## config.mk

```make
export PLATFORM = sky130hd
export DESIGN_NAME = uart_tx_ctrl
export DESIGN_NICKNAME = d
export VERILOG_FILES = /design/src/rtl/uart_tx_ctrl.sv
export SDC_FILE = /design/constraint.sdc
export NUM_CORES = 1
export LEC_CHECK = 0
export ABC_AREA = 1
export CAP_MARGIN = 20
export CORE_AREA = 2 2 45 47
export DETAILED_ROUTE_END_ITERATION = 7
export DIE_AREA = 0 0 47 49
export DONT_BUFFER_PORTS = 1
export HOLD_SLACK_MARGIN = 0.05
export PLACE_DENSITY = 0.78
export SLEW_MARGIN = 0
export SYNTH_ARGS = -nofsm -noshare
export SYNTH_HDL_FRONTEND = slang
export SYNTH_SLANG_ARGS = --single-unit
```

## constraint.sdc

```tcl
create_clock -name clk -period 3.2 [get_ports clk]
set_clock_uncertainty 0.05 [all_clocks]
set_input_delay 0.64 -clock clk [delete_from_list [all_inputs] [get_ports clk]]
set_output_delay 0.64 -clock clk [all_outputs]
set_load 0.02 [all_outputs]
```

## src/rtl/uart_tx_ctrl.sv

```systemverilog
// uart_tx_ctrl: frame sequencer for the UART transmitter.
// Accepts a byte on a valid/ack handshake and loads it into the serializer.
// Steps the line through START, DATA, optional PARITY and STOP1/STOP2, one bit per baud tick.
// Every output is registered except ser_en, which is state & tick.
module uart_tx_ctrl #(
    parameter int unsigned DATA_W    = 8,
    parameter int unsigned STOP_BITS = 1
) (
    input  logic              clk,
    input  logic              rst,
    input  logic              Data_valid,
    input  logic [DATA_W-1:0] P_data,
    input  logic              PAR_EN,
    input  logic              PAR_TYP,
    input  logic              tick,
    input  logic              ser_done,
    output logic              ser_load,
    output logic [DATA_W-1:0] ser_pdata,
    output logic              ser_en,
    output logic [1:0]        mux_sel,
    output logic              par_bit,
    output logic              busy,
    output logic              tx_ack,
    output logic              err
);

    // Sequencer states
    localparam logic [2:0] StIdle   = 3'd0;
    localparam logic [2:0] StLoad   = 3'd1;
    localparam logic [2:0] StStart  = 3'd2;
    localparam logic [2:0] StData   = 3'd3;
    localparam logic [2:0] StParity = 3'd4;
    localparam logic [2:0] StStop1  = 3'd5;
    localparam logic [2:0] StStop2  = 3'd6;

    // Output-mux line selects
    localparam logic [1:0] MuxStart  = 2'b00;
    localparam logic [1:0] MuxData   = 2'b01;
    localparam logic [1:0] MuxParity = 2'b10;
    localparam logic [1:0] MuxIdle   = 2'b11;

    // Tick count already seen in DATA when the DATA_W-th tick arrives
    localparam logic [3:0] WdLast = 4'(DATA_W - 1);

    logic [2:0]        state_q, state_d;
    logic [3:0]        tick_cnt_q, tick_cnt_d;
    logic [DATA_W-1:0] pdata_q, pdata_d;
    logic              par_en_q, par_en_d;
    logic              par_bit_q, par_bit_d;
    logic              ser_load_q, ser_load_d;
    logic              tx_ack_q, tx_ack_d;
    logic              err_q, err_d;
    logic              busy_q, busy_d;
    logic [1:0]        mux_q, mux_d;
    logic [2:0]        frame_end_state;

    // A request on the ending tick chains straight into the next LOAD
    assign frame_end_state = Data_valid ? StLoad : StIdle;

    // Next-state, latch and registered-output decode
    always_comb begin
        state_d    = state_q;
        tick_cnt_d = tick_cnt_q;
        pdata_d    = pdata_q;
        par_en_d   = par_en_q;
        par_bit_d  = par_bit_q;
        ser_load_d = 1'b0;
        tx_ack_d   = 1'b0;
        err_d      = 1'b0;

        unique case (state_q)
            StIdle: begin
                if (Data_valid) begin
                    state_d = StLoad;
                end
            end
            StLoad: begin
                state_d = StStart;
            end
            StStart: begin
                if (tick) begin
                    state_d    = StData;
                    tick_cnt_d = '0;
                end
            end
            StData: begin
                if (tick) begin
                    tick_cnt_d = tick_cnt_q + 4'd1;
                    if (ser_done) begin
                        state_d = par_en_q ? StParity : StStop1;
                    end else if (tick_cnt_q == WdLast) begin
                        // Serializer never signalled its last bit: abandon data, skip parity
                        state_d = StStop1;
                        err_d   = 1'b1;
                    end
                end
            end
            StParity: begin
                if (tick) begin
                    state_d = StStop1;
                end
            end
            StStop1: begin
                if (tick) begin
                    state_d = (STOP_BITS == 2) ? StStop2 : frame_end_state;
                end
            end
            StStop2: begin
                if (tick) begin
                    state_d = frame_end_state;
                end
            end
            default: begin
                state_d = StIdle;
            end
        endcase

        // Entering LOAD: capture the byte and its parity so later host changes are harmless
        if (state_d == StLoad) begin
            ser_load_d = 1'b1;
            tx_ack_d   = 1'b1;
            pdata_d    = P_data;
            par_en_d   = PAR_EN;
            par_bit_d  = (^P_data) ^ PAR_TYP;
        end

        busy_d = (state_d != StIdle);

        unique case (state_d)
            StStart:  mux_d = MuxStart;
            StData:   mux_d = MuxData;
            StParity: mux_d = MuxParity;
            default:  mux_d = MuxIdle;
        endcase
    end

    // State and output registers with synchronous reset
    always_ff @(posedge clk) begin
        if (rst) begin
            state_q    <= StIdle;
            tick_cnt_q <= '0;
            pdata_q    <= '0;
            par_en_q   <= 1'b0;
            par_bit_q  <= 1'b0;
            ser_load_q <= 1'b0;
            tx_ack_q   <= 1'b0;
            err_q      <= 1'b0;
            busy_q     <= 1'b0;
            mux_q      <= MuxIdle;
        end else begin
            state_q    <= state_d;
            tick_cnt_q <= tick_cnt_d;
            pdata_q    <= pdata_d;
            par_en_q   <= par_en_d;
            par_bit_q  <= par_bit_d;
            ser_load_q <= ser_load_d;
            tx_ack_q   <= tx_ack_d;
            err_q      <= err_d;
            busy_q     <= busy_d;
            mux_q      <= mux_d;
        end
    end

    assign ser_en    = (state_q == StData) & tick;
    assign ser_load  = ser_load_q;
    assign ser_pdata = pdata_q;
    assign mux_sel   = mux_q;
    assign par_bit   = par_bit_q;
    assign busy      = busy_q;
    assign tx_ack    = tx_ack_q;
    assign err       = err_q;

endmodule

```

==> results of run 1 <==
logic make-up after synthesis:
group	synth area share [%]
AND/OR/NAND/NOR	29.6
buffers and inverters	14.1
AO/OA/AOI/OAI	14.3
flip-flops	39.3
XOR/XNOR	1.56
adder cells (fa/ha/maj)	1.12
sequential cells by signal, indices dropped and copies added (netlist names):
name and flops:
ser_pdata 8, tick_cnt_q 4, state_q 3, mux_sel 2, busy 1, err 1, par_bit 1, par_en_q 1
tx_ack 1
layout make-up:
type | count | area, um^2
well taps | 27 | 33.8
clock buffers | 3 | 22.5
multi-input cells | 103 | 522
fillers | 184 | 711
flip-flops and latches | 22 | 440
inverters | 28 | 113
critical path, delay by kind of cell, from the launching register on:
| family | cells | cell delay (ns) |
|---|---|---|
| DFF | 1 | 0.53 |
| and+or+nand+nor | 2 | 0.36 |
metal layers:
| layer | global-route usage, % | routed length, um | vias up | share of wire [%] |
|---|---|---|---|---|
| li1 | - | - | 495 | - |
| met1 | 25.4 | 844 | 411 | 42 |
| met2 | 31.5 | 992 | 23 | 50 |
| met3 | 5.19 | 99 | 5 | 5.0 |
| met4 | 10.2 | 49 | 0 | 2.5 |
| met5 | 0 | 0 | - | 0 |
stage by stage:
step                hold WS [ns]  worst slack [ns]  power (mW)  area, um^2  cells
floorplan                  0.395              1.60       0.436        1120    159
global placement           0.401              1.57       0.441        1110    180
detailed placement         0.409              1.57       0.445        1110    180
CTS                        0.329              1.31       0.565        1130    183
global route               0.315              1.24       0.594        1130    183
finish                     0.337              1.32       0.559        1130    183
how the worst max path moves through the flow:
stage	cells past startpoint	from	endpoint
2_1_floorplan	2	tick	ser_en
6_report	2	state_q[1]$_SDFF_PP0_	ser_en
3_3_place_gp	2	tick	ser_en
3_5_place_dp	2	tick	ser_en
4_1_cts	2	state_q[1]$_SDFF_PP0_	ser_en
5_1_grt	2	state_q[1]$_SDFF_PP0_	ser_en
Yosys cell counts:
master                     instances
sky130_fd_sc_hd__o22ai_1           1
sky130_fd_sc_hd__a221oi_1          1
sky130_fd_sc_hd__nand3_2           2
sky130_fd_sc_hd__nor2_2            1
sky130_fd_sc_hd__nand2_1          35
sky130_fd_sc_hd__inv_2             3
sky130_fd_sc_hd__nor2_1           15
sky130_fd_sc_hd__nor2_4            1
sky130_fd_sc_hd__nand4_1           1
sky130_fd_sc_hd__o211ai_1          1
sky130_fd_sc_hd__inv_4             1
sky130_fd_sc_hd__a21oi_2           1
sky130_fd_sc_hd__inv_6             1
sky130_fd_sc_hd__clkbuf_1          2
sky130_fd_sc_hd__a21oi_1          11
sky130_fd_sc_hd__dfxtp_1          22
sky130_fd_sc_hd__ha_1              1
sky130_fd_sc_hd__xor2_1            1
sky130_fd_sc_hd__nand3b_1          1
sky130_fd_sc_hd__nand3_4           1
sky130_fd_sc_hd__buf_6             2
sky130_fd_sc_hd__nand3_1          10
sky130_fd_sc_hd__nor4_1            1
sky130_fd_sc_hd__nand2_2           3
sky130_fd_sc_hd__o21ai_0          13
sky130_fd_sc_hd__o21ai_2           1
sky130_fd_sc_hd__buf_4             2
sky130_fd_sc_hd__inv_1            23
sky130_fd_sc_hd__xnor2_1           1
power by group through the flow:
stage / Combinational [mW] / Clock (mW) / Sequential [mW]
CTS: 0.0938 / 0.126 / 0.346
global route: 0.109 / 0.136 / 0.348
detailed placement: 0.0935 / 0 / 0.352
floorplan: 0.0937 / 0 / 0.342
finish: 0.0926 / 0.122 / 0.345
global placement: 0.0901 / 0 / 0.351
==> impl_metrics.ini, run 1 <==
[route]
drtIter0Drc = 14
wl_per_cell_um = 10.9
route.vias.total = 934
routed_wl_um = 1990
vias_per_cell = 5.10
detail_route.drc_violations = 0
drt_first_pass_iters = 4
drt.antenna.violating_nets = 0

[worst_setup_path]
start_kind = register
regToRegSetupSlack_ns = 1.71
crit_path_top_delay_cell = sky130_fd_sc_hd__dfxtp_1
timing.critical_path.required_ns = 2.51
critical_path.reg2reg.startpoint = state_q[1]$_SDFF_PP0_
crit_path_max_incr_delay_ns = 0.53
ff2ff_path_depth = 7
crit_path_cell_trace = nand3_4 > nor2_4
reg2reg_end = ser_pdata[2]$_SDFFE_PP0P_
worst-path-max-fanout = 7
setup.worst_path.end_class = primary output
timing_worst_setup_path_type = register to primary output
worst_ep_arrival_time_ns = 1.19

[cells_and_area]
synthToLayoutAreaGrowth_pct = 1.01
layout_cells_sized_above_1_pct = 11.5
commonest_non_fill_non_tap_cell_in_the_layout = sky130_fd_sc_hd__nand2_1
fin_nets = 174
antennaDiodeCount = 0
final_cell_mix = sky130_fd_sc_hd__nand2_1, sky130_fd_sc_hd__inv_1, sky130_fd_sc_hd__dfxtp_1
final_core_util_pct = 61.4

[global_route]
grt_pass1_wl_um = 3440
antenna_violations_before_repair = 0
grt_pass1_vias = 808
grt_use_total_pct = 20.4
grt_max_degree = 18
overflow = 0

[pwr]
power_density_nw_per_um2 = 494
peakVddDrop_v = 0.000360
netsw_uw = 182
seq_power_share_pct = 61.7
power.share.clock_pct = 21.8
power.static_leakage_nw = 0.542
p_comb_share_pct = 16.6
power_report.internal_total_uw = 377
switching_share_of_power_pct = 32.6

[timing]
hold_violations = 0
timing_worst_slew_pin_value_ns = 0.388
totalNegativeSetupSlack_ns = 0
setup_viol = 0
max_freq_mhz = 532
rsz_0062_raised_after_global_routing = false
maxSlewHeadroom_pct = 74.1
final_worst_path_period_need_ns = 1.88
post-route-period-util_pct = 58.8
timing.final.max_slew_violations = 0

[clock_network]
ctsLongestPathBuffers = 2
cts_htree_levels = 1
post_cts_setup_buffers = 0
cts.reportedPaths.clkPinSlew_ns = 0.11
clk_latency_ns = 0.30
postCtsHoldBufs = 0
clock-sinks = 22
tritoncts_clock_tree = built
clock_tree.root_cell = sky130_fd_sc_hd__clkbuf_4
tritoncts.num_buffers = 3
cts_resized = 0

[synth]
syn-mean-instance-area_um2 = 7.04
portion_of_synthesized_cell_area_occupied_by_the_leading_cell_type_pct = 39.3
synthesis.yosys.warnings = 0
share_of_synthesized_area_occupied_by_flip_flops_and_latches_pct = 39.3
synth_area_leader_cell = sky130_fd_sc_hd__dfxtp_1
post_synthesis_instance_total = 159
ys_seq_elements = 22
yosysUniqueCellTypes = 29
synth.net_count = 175
synth.area.top_cells = sky130_fd_sc_hd__dfxtp_1, sky130_fd_sc_hd__nand2_1, sky130_fd_sc_hd__inv_1
post_synth_instance_area_um2 = 1120

[floorplanning]
floorplan.rows = 16
dieHeight_um = 49
die_w_um = 47
core_region_area_um2 = 1840
start_util_pct = 60.8
design.portCount = 31
design.die.area_um2 = 2300

[min_path]
min_delay_worst_endpoint = tick_cnt_q[1]$_SDFFE_PP0P_
hold_path_startpoint = rst
hp-class = input pin to register
timing.hold.worst_path_depth = 1

[placement]
rd_place_congestion = 0.796
hpwl_um = 1570
numPortBuffers = 0

[outcome]
outcome = completed

[flow_run]
max_cap_viol_count = 0
Power figures use the tool's default switching activity.
==> run 2, diff against run 1 <==
--- a/config.mk
+++ b/config.mk
@@ -5,14 +5,14 @@
 export SDC_FILE = /design/constraint.sdc
 export NUM_CORES = 1
 export LEC_CHECK = 0
-export ABC_AREA = 1
+export ABC_AREA = 0
 export CAP_MARGIN = 20
-export CORE_AREA = 2 2 45 47
+export CORE_AREA = 2 2 48 50
 export DETAILED_ROUTE_END_ITERATION = 7
-export DIE_AREA = 0 0 47 49
+export DIE_AREA = 0 0 50 52
 export DONT_BUFFER_PORTS = 1
 export HOLD_SLACK_MARGIN = 0.05
-export PLACE_DENSITY = 0.78
+export PLACE_DENSITY = 0.69
 export SLEW_MARGIN = 0
 export SYNTH_ARGS = -nofsm -noshare
 export SYNTH_HDL_FRONTEND = slang
==> constraint.sdc (replaced) <==
create_clock -name clk -period 1.7 [get_ports clk]
set_clock_uncertainty 0.05 [all_clocks]
set_input_delay 0.34 -clock clk [delete_from_list [all_inputs] [get_ports clk]]
set_output_delay 0.34 -clock clk [all_outputs]
set_load 0.02 [all_outputs]
==> impl_metrics.ini, run 2 <==
[worst_setup_path]
start_kind = register
regToRegSetupSlack_ns = 0.22
worst_ep_arrival_time_ns = 1.24
timing_worst_setup_path_type = register to primary output
crit_path_top_delay_cell = sky130_fd_sc_hd__dfxtp_4
timing.critical_path.required_ns = 1.31
setup.worst_path.end_class = primary output
worst-path-max-fanout = 9
critical_path.reg2reg.startpoint = state_q[2]$_SDFF_PP0_
reg2reg_end = ser_pdata[7]$_SDFFE_PP0P_
crit_path_cell_trace = nor2b_4 > and2_4 > buf_4
ff2ff_path_depth = 5
crit_path_max_incr_delay_ns = 0.44

[synth]
yosysUniqueCellTypes = 36
portion_of_synthesized_cell_area_occupied_by_the_leading_cell_type_pct = 41.6
post_synth_most_frequent_cells = sky130_fd_sc_hd__dfxtp_1, sky130_fd_sc_hd__nor2_1, sky130_fd_sc_hd__mux2i_1
synth.most_common_cell = sky130_fd_sc_hd__dfxtp_1
synth-edff-count = 0
synth_area_leader_cell = sky130_fd_sc_hd__dfxtp_1
synth.net_count = 122
post_synthesis_instance_total = 106
synth.area.top_cells = sky130_fd_sc_hd__dfxtp_1, sky130_fd_sc_hd__mux2i_1, sky130_fd_sc_hd__nor2_1
post_synth_instance_area_um2 = 1060
synthesis.yosys.warnings = 0
ys_seq_elements = 22
synth_ff_type = sky130_fd_sc_hd__dfxtp_1
syn-mean-instance-area_um2 = 10.0
share_of_synthesized_area_occupied_by_flip_flops_and_latches_pct = 41.6
async_reset_ff_share_pct = 0

[route]
drtIter0Drc = 9
drt.antenna.violating_nets = 0
route.vias.total = 757
vias_per_cell = 5.53
drt_first_pass_iters = 4
detail_route.drc_violations = 0
wl_per_cell_um = 13.9
routed_wl_um = 1910

[cells_and_area]
layout_cells_sized_above_1_pct = 16.5
largest_reg_flops = 8
final_cell_mix = sky130_fd_sc_hd__dfxtp_1, sky130_fd_sc_hd__nor2_1, sky130_fd_sc_hd__mux2i_1
commonest_non_fill_non_tap_cell_in_the_layout = sky130_fd_sc_hd__dfxtp_1
antennaDiodeCount = 0
fin_nets = 126
synthToLayoutAreaGrowth_pct = 7.67

[clock_network]
cts.reportedPaths.clkPinSlew_ns = 0.13
post_cts_setup_buffers = 0
clock-sinks = 22
clk_latency_ns = 0.30
cts_htree_levels = 1
ctsLongestPathBuffers = 2
tritoncts.num_buffers = 3
tritoncts_clock_tree = built
clock_tree.root_cell = sky130_fd_sc_hd__clkbuf_4

[placement]
rd_place_congestion = 0.764
post_placement_setup_slack_ns = 0.110
hpwl_um = 1370
numPortBuffers = 0

[floorplanning]
floorplan.rows = 17
core_region_area_um2 = 2110
design.die.area_um2 = 2600
design.portCount = 31
die_w_um = 50
start_util_pct = 50.3
dieHeight_um = 52

[timing]
timing.final.max_slew_violations = 0
maxSlewHeadroom_pct = 54.2
final_worst_path_period_need_ns = 1.63
totalNegativeSetupSlack_ns = 0
fin_ws_ns = 0.0707
timing_worst_slew_pin_value_ns = 0.684
post-route-period-util_pct = 95.8
rsz_0062_raised_after_global_routing = false
max_freq_mhz = 614
hold_violations = 0
setup_viol = 0

[global_route]
grt_pass1_wl_um = 3000
grt_use_total_pct = 14.9
grt_max_degree = 19
overflow = 0
grt_pass1_vias = 711
antenna_violations_before_repair = 0

[min_path]
hp-class = input pin to register
hold_path_startpoint = rst
timing.hold.worst_path_depth = 1
min_delay_worst_endpoint = busy$_SDFF_PP0_

[outcome]
outcome = completed

[pwr]
totalPowerFinal_mw = 1.19
power_density_nw_per_um2 = 1040
peakVddDrop_v = 0.000679
power.static_leakage_nw = 0.422

[flow_run]
max_cap_viol_count = 0
[run 2: through the flow]
step	area, um^2	util [%]	hold slack, ns	cells
2_1_floorplan	1060	-	0.367	106
3_3_place_gp	1070	50.7	0.363	131
3_5_place_dp	1070	50.7	0.365	131
4_1_cts	1130	53.8	0.0767	137
5_1_grt	1140	54.2	0.0591	137
6_report	1140	54.2	0.0775	137
[run 2: cell families after synthesis]
logic type | count (synthesis) | share of synthesized area, %
AOI/OAI and AO/OA | 19 | 13.8
xor gates and xnor gates | 7 | 7.79
adders and majority gates | 1 | 1.18
buffers and inverters | 9 | 6.37
DFF | 22 | 41.6
muxes | 9 | 8.50
and+or+nand+nor | 39 | 20.8
[run 2: area by class of cell]
class	count	area [um^2]
repair buffers	7	57.6
fillers	189	965
flip-flops and latches	22	449
clock buffers	4	36.3
well taps	28	35.0
inverters	1	3.75
multi-input cells	75	559
[run 2: what timing repair did]
| action | in CTS | in global routing |
|---|---|---|
| hold buffers | 2 | 0 |
| endpoints found under the setup margin | 1 | 4 |
| hold endpoints to repair | 18 | 0 |
| resized for setup | 4 | 3 |
[run 2: worst max-delay path: cells and delay by family, from the launching register on]
kind,cells,cell delay [ns]
AND/OR/NAND/NOR,2,0.36
buffers and inverters,1,0.14
flip-flops,1,0.44
[run 2: worst max path at each step]
stage,startpoint,endpoint,slack (ns),depth (start not counted)
after floorplan,state_q[2]$_SDFF_PP0_,par_en_q$_SDFFE_PP0P_,0.33,6
after global routing,state_q[1]$_SDFF_PP0_,ser_en,0.003,3
after global placement,state_q[1]$_SDFF_PP0_,ser_en,0.16,3
after CTS,state_q[2]$_SDFF_PP0_,ser_en,0.007,3
final,state_q[1]$_SDFF_PP0_,ser_en,0.07,3
after detailed placement,state_q[1]$_SDFF_PP0_,tick_cnt_q[3]$_SDFFE_PP0P_,0.11,4
[run 2: routing by layer]
layer  vias up  GRT usage (%)  share of wire [%]
li1        379              -                  -
met2        16           25.2                 49
met1       360           18.8                 45
met3         2           4.02                4.8
met4         0           3.24               0.68
met5         -              0                  0
[run 2: power by group]
group	total (mW)	switching, mW	internal [mW]
clock	0.282	0.152	0.130
sequential	0.663	0.0957	0.568
combinational	0.242	0.108	0.135
total	1.19	0.355	0.833
